===== config.mk =====
export PLATFORM = sky130hd
export DESIGN_NAME = adc_capture_multi
export DESIGN_NICKNAME = d
export VERILOG_FILES = /design/src/rtl/adc_capture_multi.sv
export SDC_FILE = /design/constraint.sdc
export NUM_CORES = 1
export LEC_CHECK = 0
export ABC_AREA = 1
export ABC_CLOCK_PERIOD_IN_PS = 1600
export CORE_MARGIN = 2
export CORE_UTILIZATION = 39
export CTS_CLUSTER_DIAMETER = 120
export DETAILED_ROUTE_END_ITERATION = 16
export SLEW_MARGIN = 0
export SYNTH_ARGS = -nofsm -noshare
export SYNTH_HDL_FRONTEND = slang
export SYNTH_SLANG_ARGS = --single-unit

===== constraint.sdc =====
create_clock -name clk -period 1.6 [get_ports clk]
set_input_delay 0.32 -clock clk [delete_from_list [all_inputs] [get_ports clk]]
set_output_delay 0.32 -clock clk [all_outputs]
set_load 0.02 [all_outputs]

===== src/rtl/adc_capture_multi.sv =====
// Multi-channel serial ADC capture: generates sclk/cs1 frames, deserializes NUM_CH
// data lines in parallel and presents each sample set on an AXI-stream port.

module adc_capture_lane #(
   parameter int DATA_BITS  = 10,
   parameter bit SIGNED_OUT = 1'b1
) (
   input  logic        clk,
   input  logic        reset,
   input  logic        shift_en,
   input  logic        din,
   output logic [15:0] word
);
   logic [DATA_BITS-2:0] shreg;
   logic [DATA_BITS-1:0] full;

   // full includes the bit sampled this cycle, so on the last bit it is the finished sample
   assign full = {shreg, din};

   always_ff @(posedge clk) begin
      if (reset)         shreg <= '0;
      else if (shift_en) shreg <= full[DATA_BITS-2:0];
   end

   always_comb begin
      word = 16'(full);
      if (SIGNED_OUT) word = 16'($signed({~full[DATA_BITS-1], full[DATA_BITS-2:0]}));
   end
endmodule

module adc_capture_multi #(
   parameter int NUM_CH     = 2,
   parameter int DATA_BITS  = 10,
   parameter int LEAD_BITS  = 5,
   parameter int SCLK_DIV   = 7,
   parameter int GAP_BITS   = 2,
   parameter int BLOCK_LEN  = 256,
   parameter bit SIGNED_OUT = 1'b1
) (
   input  logic                 clk,
   input  logic                 reset,
   input  logic                 run,
   input  logic                 single,
   input  logic [NUM_CH-1:0]    adc_din,
   output logic                 sclk,
   output logic                 cs1,
   output logic                 m_tvalid,
   input  logic                 m_tready,
   output logic                 m_tlast,
   output logic [16*NUM_CH-1:0] m_tdata,
   output logic                 busy,
   output logic                 block_done,
   output logic [15:0]          overrun_cnt
);
   localparam int FRAME_BITS = LEAD_BITS + DATA_BITS;
   localparam int CNT_MAX    = (FRAME_BITS > GAP_BITS) ? FRAME_BITS : GAP_BITS;
   localparam int DIV_W      = $clog2(SCLK_DIV);
   localparam int BIT_W      = $clog2(CNT_MAX + 1);
   localparam int IDX_W      = $clog2(BLOCK_LEN);
   localparam logic [IDX_W-1:0] IDX_LAST = IDX_W'(BLOCK_LEN - 1);

   typedef enum logic [1:0] {IDLE, CONV, GAP} state_t;

   state_t                  state, state_nxt;
   logic [DIV_W-1:0]        div_cnt;
   logic                    half;
   logic [BIT_W-1:0]        bit_cnt;
   logic                    bit_end, shift_en, frame_done, enabled;
   logic                    single_mode, blk_fin;
   logic [IDX_W-1:0]        idx;
   logic [NUM_CH-1:0][15:0] lane_word;
   logic [NUM_CH-1:0][15:0] tdata_q;

   assign bit_end    = half && (div_cnt == DIV_W'(SCLK_DIV - 1));
   assign shift_en   = (state == CONV) && bit_end && (bit_cnt >= BIT_W'(LEAD_BITS));
   assign frame_done = (state == CONV) && bit_end && (bit_cnt == BIT_W'(FRAME_BITS - 1));
   // a single-mode block overrides run until its last sample has been taken
   assign enabled    = single_mode ? !blk_fin : run;

   assign cs1     = (state != CONV);
   assign busy    = (state != IDLE);
   assign m_tdata = tdata_q;

   always_ff @(posedge clk) begin
      if (reset) state <= IDLE;
      else       state <= state_nxt;
   end

   always_comb begin
      state_nxt = state;
      case (state)
         IDLE:    if (run || single) state_nxt = CONV;
         CONV:    if (frame_done) state_nxt = GAP;
         GAP:     if (bit_end && bit_cnt == BIT_W'(GAP_BITS - 1))
                     state_nxt = enabled ? CONV : IDLE;
         default: state_nxt = IDLE;
      endcase
   end

   // bit-period timer: half=0 is the sclk-low half, half=1 the sclk-high half
   always_ff @(posedge clk) begin
      if (reset) begin
         div_cnt <= '0;
         half    <= 1'b0;
         bit_cnt <= '0;
         sclk    <= 1'b0;
      end else if (state_nxt != state || state == IDLE) begin
         div_cnt <= '0;
         half    <= 1'b0;
         bit_cnt <= '0;
         sclk    <= 1'b0;
      end else if (div_cnt == DIV_W'(SCLK_DIV - 1)) begin
         div_cnt <= '0;
         half    <= ~half;
         sclk    <= (state == CONV) && !half;
         if (half) bit_cnt <= bit_cnt + BIT_W'(1);
      end else begin
         div_cnt <= div_cnt + DIV_W'(1);
      end
   end

   for (genvar g = 0; g < NUM_CH; g++) begin : g_lane
      adc_capture_lane #(
         .DATA_BITS  (DATA_BITS),
         .SIGNED_OUT (SIGNED_OUT)
      ) u_lane (
         .clk      (clk),
         .reset    (reset),
         .shift_en (shift_en),
         .din      (adc_din[g]),
         .word     (lane_word[g])
      );
   end

   always_ff @(posedge clk) begin
      if (reset) begin
         m_tvalid    <= 1'b0;
         m_tlast     <= 1'b0;
         tdata_q     <= '0;
         overrun_cnt <= '0;
         idx         <= '0;
         single_mode <= 1'b0;
         blk_fin     <= 1'b0;
         block_done  <= 1'b0;
      end else begin
         block_done <= 1'b0;
         if (state == IDLE && single) begin
            single_mode <= 1'b1;
            blk_fin     <= 1'b0;
            idx         <= '0;
         end
         if (frame_done) begin
            // a held sample is never overwritten; the new one is dropped and counted
            if (m_tvalid && !m_tready) begin
               if (overrun_cnt != 16'hFFFF) overrun_cnt <= overrun_cnt + 16'd1;
            end else begin
               m_tvalid <= 1'b1;
               tdata_q  <= lane_word;
               m_tlast  <= (idx == IDX_LAST);
               idx      <= (idx == IDX_LAST) ? '0 : idx + IDX_W'(1);
               if (single_mode && idx == IDX_LAST) blk_fin <= 1'b1;
            end
         end else if (m_tvalid && m_tready) begin
            m_tvalid <= 1'b0;
         end
         if (state == GAP && state_nxt == IDLE && single_mode) begin
            block_done  <= 1'b1;
            single_mode <= 1'b0;
         end
      end
   end
endmodule


==> out/metrics.yaml, run 1 <==
ys_types: 30
syn-instance-count: 492
fillers: 935
grt_max_degree: 22
yosys_warnings: 0
maxCapViolCount: 0
drv_slew: 0
finalSetupViolations: 0
vias_per_cell: 4.70
avgSynthCellArea_um2: 7.34
die_area_mm2: 0.0100
worstPathArrival_ps: 1760
min_path_type: "primary input to register"
maxSlewHeadroom: 0.784
internal_power_w: 0.00286
hold_violations: 0
yosysTopAreaCellShare: 0.433
grt_use_total: 0.164
core_area_mm2: 0.00911
antenna_found_initial: 0
crit_family: "simple AND/OR/NAND/NOR gates"
ys_ff_latch: 78
final_cell_mix: "nand2_1 (119), nor2_1 (72), dfxtp_1 (71), dlygate4sd2_1 (53), a21oi_1 (38)"
overflow: 0
synth_area_mm2: 0.00361
wl_per_cell_um: 11.5
seqPwrFrac: 0.530
peakVddDrop_mv: 0.389
drt_wl_total_um: 7860
synthesis.nets: 507
synth_top_cell_by_area: "dfxtp_1"
first_pass_iters: 4
timing.final.crit_share: 0.954
cts_buffers: 9
path_class: "register to register"
antenna_cells: 0
crit_top_cell: "nand3_4"
path_cells: "inv_2, ha_4, nand3_4, nor2_4, nand3_4, nor2_8, buf_6, nand3_1, nand2_1, nor2_1"
final_common_cell: "nand2_1"
cts_hold_buffers: 0
htree_num_levels: 3
final_nets: 582
worst_setup_path_start_kind: "register"
cts.sinks: 78
cellPowerDensity_mw_per_mm2: 780
pwr-share-comb: 0.035
cts_tree: "built"
dr.first_iter.drc_count: 123
worst_slew_pin_slew_ps: 324
ys_top_cells_by_area: "dfxtp_1 (43%), nand2_1 (13%), nor2_1 (7.7%)"
endpoint_kind: "register"
place.gp.congestion: 0.785
clock_path_buffers: 2
die_w_um: 100
ant_nets: 0
syn_to_final_growth_pct: 30.6
fin_util: 0.518
cp_max_fo: 6
p_switching_w: 0.000820
clkPwrFrac: 0.435
layout_min_cycle_time_ps: 1530
vias: 3208
drive_gt1_frac: 0.177
dp_hpwl_um: 5560
rsz0062_at_grt: "yes"
outcome: "complete, no violations"
slowest_delay_ps: 340
drc: 0
rows: 35
final.setup_skew_ps: 15.3
wl_met3_um: 303
die_h_um: 100
cp.required_ps: 1840
cts_root_buffer: "clkbuf_8"
fin_cells: 682
first_global_vias: 2974
p_sw_frac: 0.223
grt_pass1_wl_um: 13400
place.port_buffers: 60
multi_input_area_mm2: 0.00181
start_util: 0.396
fmax_mhz: 655
clkLatencyLatePin_ps: 350
wl_met1_um: 3900
synth-seq-area-share: 0.433
highest_layer: "met4"
cp_num_buf_inv: 2
seqCellArea_mm2: 0.00158
placedCellCount: 663
io_pins: 61
leakage_nw: 2.00
clk_pin_slew_worst_paths_ps: 70
wl_met2_um: 3590
critPathSlowestCell: "dfxtp_2"
## sequential cells by signal, summed over array words and instances (netlist names)
signal / cells
state: 2
overrun_cnt: 16
m_tvalid: 1
single_mode: 1
m_tlast: 1
half: 1
idx: 8
blk_fin: 1
m_tdata: 20
bit_cnt: 4
block_done: 1
div_cnt: 3
g_lane.u_lane.shreg: 18
sclk: 1
## metrics by stage
| stage | total power (W) | setup WS [ps] | hold WS [ps] | area [um^2] | TNS, ps |
|---|---|---|---|---|---|
| 5_1_grt | 0.00382 | -11.2 | 328 | 4710 | -11.4 |
| 2_1_floorplan | 0.00207 | 36.3 | 406 | 3610 | 0 |
| 3_5_place_dp | 0.00212 | -201 | 420 | 4400 | -6020 |
| 4_1_cts | 0.00372 | -11.1 | 290 | 4570 | -22.6 |
| 3_3_place_gp | 0.00212 | -182 | 417 | 4400 | -5780 |
| 6_report | 0.00368 | 73.9 | 303 | 4710 | 0 |
## worst register-to-register path, stage by stage (launching register included)
cell	delay (ps)
dfxtp_2	340
inv_2	60
ha_4	130
nand3_4	80
nor2_4	210
nand3_4	120
nor2_8	180
buf_6	140
nand3_1	60
nand2_1	70
nor2_1	30
## synth_stat cells (all sizes together)
cell type	count
xor2	9
and3	1
nand3	24
clkbuf	9
inv	38
xnor2	4
o21bai	1
dfxtp	78
nor2	81
buf	20
ha	8
nand4	9
a21oi	49
nand2	127
nor3	3
nand3b	1
o21ai	30
## power groups by stage
stage / registers (W) / logic, W / clock network, W
detailed placement: 0.00200 / 0.000123 / 0
global placement: 0.00200 / 0.000123 / 0
CTS: 0.00195 / 0.000121 / 0.00165
global route: 0.00195 / 0.000143 / 0.00173
finish: 0.00195 / 0.000127 / 0.00160
floorplan: 0.00200 / 0.0000723 / 0
## final timing paths
path | slack (ps) | cells after the start | to | startpoint
worst min-delay path | 300 | 4 | state[1] | reset
worst min register to register | 430 | 1 | m_tdata[25] | g_lane[1].u_lane.shreg[8]
worst max-delay path | 70 | 10 | overrun_cnt[2] | div_cnt[0]
worst max register to register | 70 | 10 | overrun_cnt[2] | div_cnt[0]
## timing repair
item                                    4_1_cts  5_1_grt
buffers inserted                              1        3
pin swaps                                     0       15
endpoints found under the setup margin       58       74
gates resized for setup                      55       59
## final cells by class
cell class,instances,share of cell area
clock inverters,6,0.0186
inverters,38,0.0326
repair buffers,93,0.174
flip-flops and latches,78,0.335
well taps,111,0.0295
multi-input cells,347,0.385
clock buffers,9,0.0263
## cells by family after synthesis
logic type                 synth area share
adders and majority gates            0.0277
buffers and inverters                0.0898
DFF                                   0.433
and+or+nand+nor                       0.296
xor gates and xnor gates             0.0315
AOI/OAI and AO/OA                     0.122
## routing by layer
metal  GRT usage  up-vias
li1            -     1714
met1       0.222     1435
met2       0.259       53
met3      0.0390        6
met4      0.0506        0
met5           0        -
Power figures use the tool's default switching activity.
==> inputs of run 2 (changes only) <==
--- a/config.mk
+++ b/config.mk
@@ -15,3 +15,4 @@
 export SYNTH_ARGS = -nofsm -noshare
 export SYNTH_HDL_FRONTEND = slang
 export SYNTH_SLANG_ARGS = --single-unit
+export TNS_END_PERCENT = 30
==> run 2 against run 1 <==
Effect of this change:
- critical path type is now register to output pin
- register-to-register slack about the same
- fmax about the same
- non-clock buffer count unchanged
- die area unchanged
- highest routed layer unchanged
==> out/metrics.yaml, run 2 (same netlist as run 1, synthesis figures left out) <==
place_area_mm2: 0.00440
cp_max_fo: 3
ant_nets: 0
worst_setup_path_start_kind: "register"
layout_min_cycle_time_ps: 1530
cts_hold_buffers: 0
grt_use_total: 0.164
drc: 0
vias_per_cell: 4.71
rrSetupSlack_ps: 70
globalRouteMet3Util: 0.0390
largest_reg_flops: 20
cp.required_ps: 1280
clk_pin_slew_worst_paths_ps: 70
finalSetupViolations: 0
cts_root_buffer: "clkbuf_8"
vias: 3209
overflow: 0
drive_gt1_frac: 0.177
syn_to_final_growth_pct: 31.0
busiest_layer: "met2"
rsz0062_at_grt: "yes"
peakVddDrop_mv: 0.388
final_cell_mix: "nand2_1 (120), nor2_1 (72), dfxtp_1 (71), dlygate4sd2_1 (53), a21oi_1 (38)"
wl_per_cell_um: 11.6
reg2reg_depth: 10
rows: 35
io_pins: 61
start_util: 0.396
fin_area_mm2: 0.00473
htree_num_levels: 3
min_path_type: "primary input to register"
grt_max_degree: 22
dp_hpwl_um: 5560
worstPathArrival_ps: 1210
r2r_end: "overrun_cnt[2]"
place.gp.congestion: 0.785
rr_startpoint: "div_cnt[0]"
hp-start: "reset"
path_class: "register to output pin"
grt_use_met1: 0.222
die_area_mm2: 0.0100
endpoint_kind: "output pin"
first_pass_iters: 4
cellPowerDensity_mw_per_mm2: 779
fmax_mhz: 655
use_met2: 0.259
final_nets: 582
total_power_w: 0.00368
timing.final.crit_share: 0.954
cts_buffers: 9
hold_end: "state[1]"
hold_depth: 4
final_common_cell: "nand2_1"
clkLatencyLatePin_ps: 350
antenna_found_initial: 0
drv_slew: 0
die_h_um: 100
hold_violations: 0
whs_ps: 303
final.setup_skew_ps: 14.5
drt_wl_total_um: 7930
place.port_buffers: 60
maxSlewHeadroom: 0.785
outcome: "complete, no violations"
grt_pass1_wl_um: 13400
die_w_um: 100
first_global_vias: 2975
maxCapViolCount: 0
core_area_mm2: 0.00911
cts_tree: "built"
dr.first_iter.drc_count: 119
leakage_nw: 2.02
antenna_cells: 0
worst_slew_pin_slew_ps: 322
cts.sinks: 78
clock_path_buffers: 2
[run 2: worst max path at each step]
stage / startpoint / endpoint / slack (ps) / cells after the start
4_1_cts: div_cnt[0] / idx[7] / -10 / 8
3_3_place_gp: m_tready / m_tlast / -180 / 8
3_5_place_dp: m_tready / idx[7] / -200 / 8
2_1_floorplan: overrun_cnt[1] / overrun_cnt[10] / 40 / 10
5_1_grt: bit_cnt[1] / g_lane[0].u_lane.shreg[3] / -20 / 9
6_report: state[1] / busy / 70 / 3
[run 2: power breakdown]
part / leakage [nW] / internal, W / switching [W]
sequential: 0.633 / 0.00194 / 0.00000801
combinational: 1.28 / 0.0000459 / 0.0000812
clock: 0.109 / 0.000870 / 0.000736
total: 2.02 / 0.00286 / 0.000825
[run 2: what timing repair did]
| action | 4_1_cts | 5_1_grt |
|---|---|---|
| pin swaps | 0 | 17 |
| setup endpoints to repair | 58 | 74 |
| gates cloned | 0 | 1 |
| setup buffers | 0 | 3 |
| gates resized for setup | 54 | 59 |
| endpoints found under the hold margin | 0 | 0 |
[run 2: area by class of cell]
class / count / area [um^2]
repair buffers: 93 / 842
well taps: 111 / 139
fillers: 923 / 4380
clock inverters: 6 / 87.6
inverters: 38 / 154
clock buffers: 9 / 124
multi-input cells: 347 / 1810
flip-flops and latches: 78 / 1580
[run 2: routing by layer]
layer | up-vias | wire length (um)
met5 | - | 0
met2 | 42 | 3580
met4 | 0 | 94
met1 | 1439 | 4030
li1 | 1718 | -
met3 | 10 | 225
[run 2: worst max-delay path, cell delays in order, from the launching register on]
cell and delay [ps]:
dfxtp_1 350, nor2_2 150, inv_1 60, dlygate4sd2_1 310
[run 2: stage by stage]
step	setup TNS, ps	utilization	setup slack, ps	std cells
6_report	0	0.519	73.4	682
5_1_grt	-42.2	0.519	-21.8	682
4_1_cts	-23.5	0.499	-11.1	678
3_5_place_dp	-6020	0.483	-201	663
3_3_place_gp	-5780	0.483	-182	663
2_1_floorplan	0	-	36.3	492
==> patch: new RTL, settings of run 2 <==
The parameter `LEAD_BITS` goes from 5 to 10.
--- a/src/rtl/adc_capture_multi.sv
+++ b/src/rtl/adc_capture_multi.sv
@@ -31,7 +31,7 @@
 module adc_capture_multi #(
    parameter int NUM_CH     = 2,
    parameter int DATA_BITS  = 10,
-   parameter int LEAD_BITS  = 5,
+   parameter int LEAD_BITS  = 10,
    parameter int SCLK_DIV   = 7,
    parameter int GAP_BITS   = 2,
    parameter int BLOCK_LEN  = 256,
Function: same outputs for any inputs over 10 cycles, from zero or initial values and one cycle with reset high; that may be too few to reach the edited logic, so the function may still have changed.
==> patch against run 2 <==
Sequential share of layout area shrank 0.35 points; the flow now finishes with violations (setup timing); final area grew 2.4%; final cell count grew 1.6%; sequential cell count grew 1; area after synthesis grew 0.62%; highest routed layer unchanged; largest power group unchanged; critical path depth grew 6; clock skew shrank 0.00096 ns; total power grew 4.5%; worst setup slack lost 0.11 ns; routed wire length grew 5.5%.
==> patch: results (changes against run 2) <==
stage;metric;value;unit;change
outcome;status;finished, violations left;;was complete, no violations
outcome;failed_checks;setup timing;;
detailed_routing;routed_via_density;4.80;;was 4.71
sta;max-slew-margin-rel;71.6;%;was 78.5%
min_path;min-delay-path-class;reg2reg;;was in2reg
sta;finClkSkew;0.0135;ns;was 0.0145 ns
global_route;global_route_wire_length_before_repair;13700;um;was 13,400 um
worst_setup_path;r2r-end;idx[3];;was overrun_cnt[2]
worst_setup_path;crit_fanout;6;;was 3
sta;setup_slack;-0.0334;ns;was 0.0734 ns
place;detailedPlace.worstSlack;-0.0742;ns;was -0.201 ns
min_path;timing.hold.worst_path_depth;1;;was 4
power_and_ir_drop;power.density_cell_area;796;nW/um^2;was 779 nW/um^2
power_and_ir_drop;power.clock.total;1.74;mW;was 1.61 mW
power_and_ir_drop;total_leakage_power;2.17;nW;was 2.02 nW
sta;setup_viol_count_final;5;;was 0
power_and_ir_drop;internal_power_component;2.94;mW;was 2.86 mW
place;placedInstanceArea;4420;um^2;was 4400 um^2
detailed_routing;detailroute.wirelength.met2;4200;um;was 3580 um
synthesis;ys_seq_area_share;43.5;%;was 43.3%
synthesis;ys_types;25;;was 30
detailed_routing;routed_wirelength;8360;um;was 7930 um
detailed_routing;wl_met3;302;um;was 225 um
min_path;min_from;g_lane[1].u_lane.shreg[8];;was reset
worst_setup_path;critical_path_arrival;1.92;ns;was 1.21 ns
## patch: cell types whose count changed after synthesis, sizes merged, moves of 3 or more
cell and delta:
nor2 +42, nand2 -33, o21ai +21, a21oi -19, nand3 +4, nand4 -3
xnor2 +3, xor2 -3
## patch: worst max-delay path by stage
stage | end | slack, ns | cells past startpoint
after detailed placement | overrun_cnt[10] | -0.07 | 8
after global placement | m_tdata[20] | -0.05 | 8
after global routing | idx[3] | -0.14 | 10
after CTS | g_lane[0].u_lane.shreg[1] | -0.01 | 9
after floorplan | overrun_cnt[2] | 0.09 | 6
final | idx[3] | -0.03 | 9
## patch: worst max-delay path, cell delays in order, from the launching register on
cell,delay [ns]
sky130_fd_sc_hd__dfxtp_1,0.38
sky130_fd_sc_hd__ha_4,0.16
sky130_fd_sc_hd__nand3_4,0.09
sky130_fd_sc_hd__nor2_4,0.19
sky130_fd_sc_hd__nand2_4,0.08
sky130_fd_sc_hd__nor2_4,0.18
sky130_fd_sc_hd__inv_4,0.08
sky130_fd_sc_hd__nor2_4,0.20
sky130_fd_sc_hd__nand2_2,0.08
sky130_fd_sc_hd__a21oi_2,0.12
## patch: kinds of logic after synthesis
group | after synthesis
and+or+nand+nor | 256
xor gates and xnor gates | 13
buffers and inverters | 68
adders and majority gates | 7
AOI/OAI and AO/OA | 81
DFF | 79
## patch: routing by layer
metal / global-route usage (%) / up-vias
li1: - / 1737
met1: 19.8 / 1530
met2: 29.6 / 52
met3: 4.72 / 7
met4: 4.64 / 0
met5: 0 / -
## patch: area by class of cell
class | instances | share of cell area (%)
Clock buffer | 9 | 2.56
Tap cell | 111 | 2.87
Multi-Input combinational cell | 357 | 38.8
Inverter | 39 | 3.15
Clock inverter | 7 | 2.25
Timing Repair Buffer | 91 | 17.4
Sequential cell | 79 | 33.0
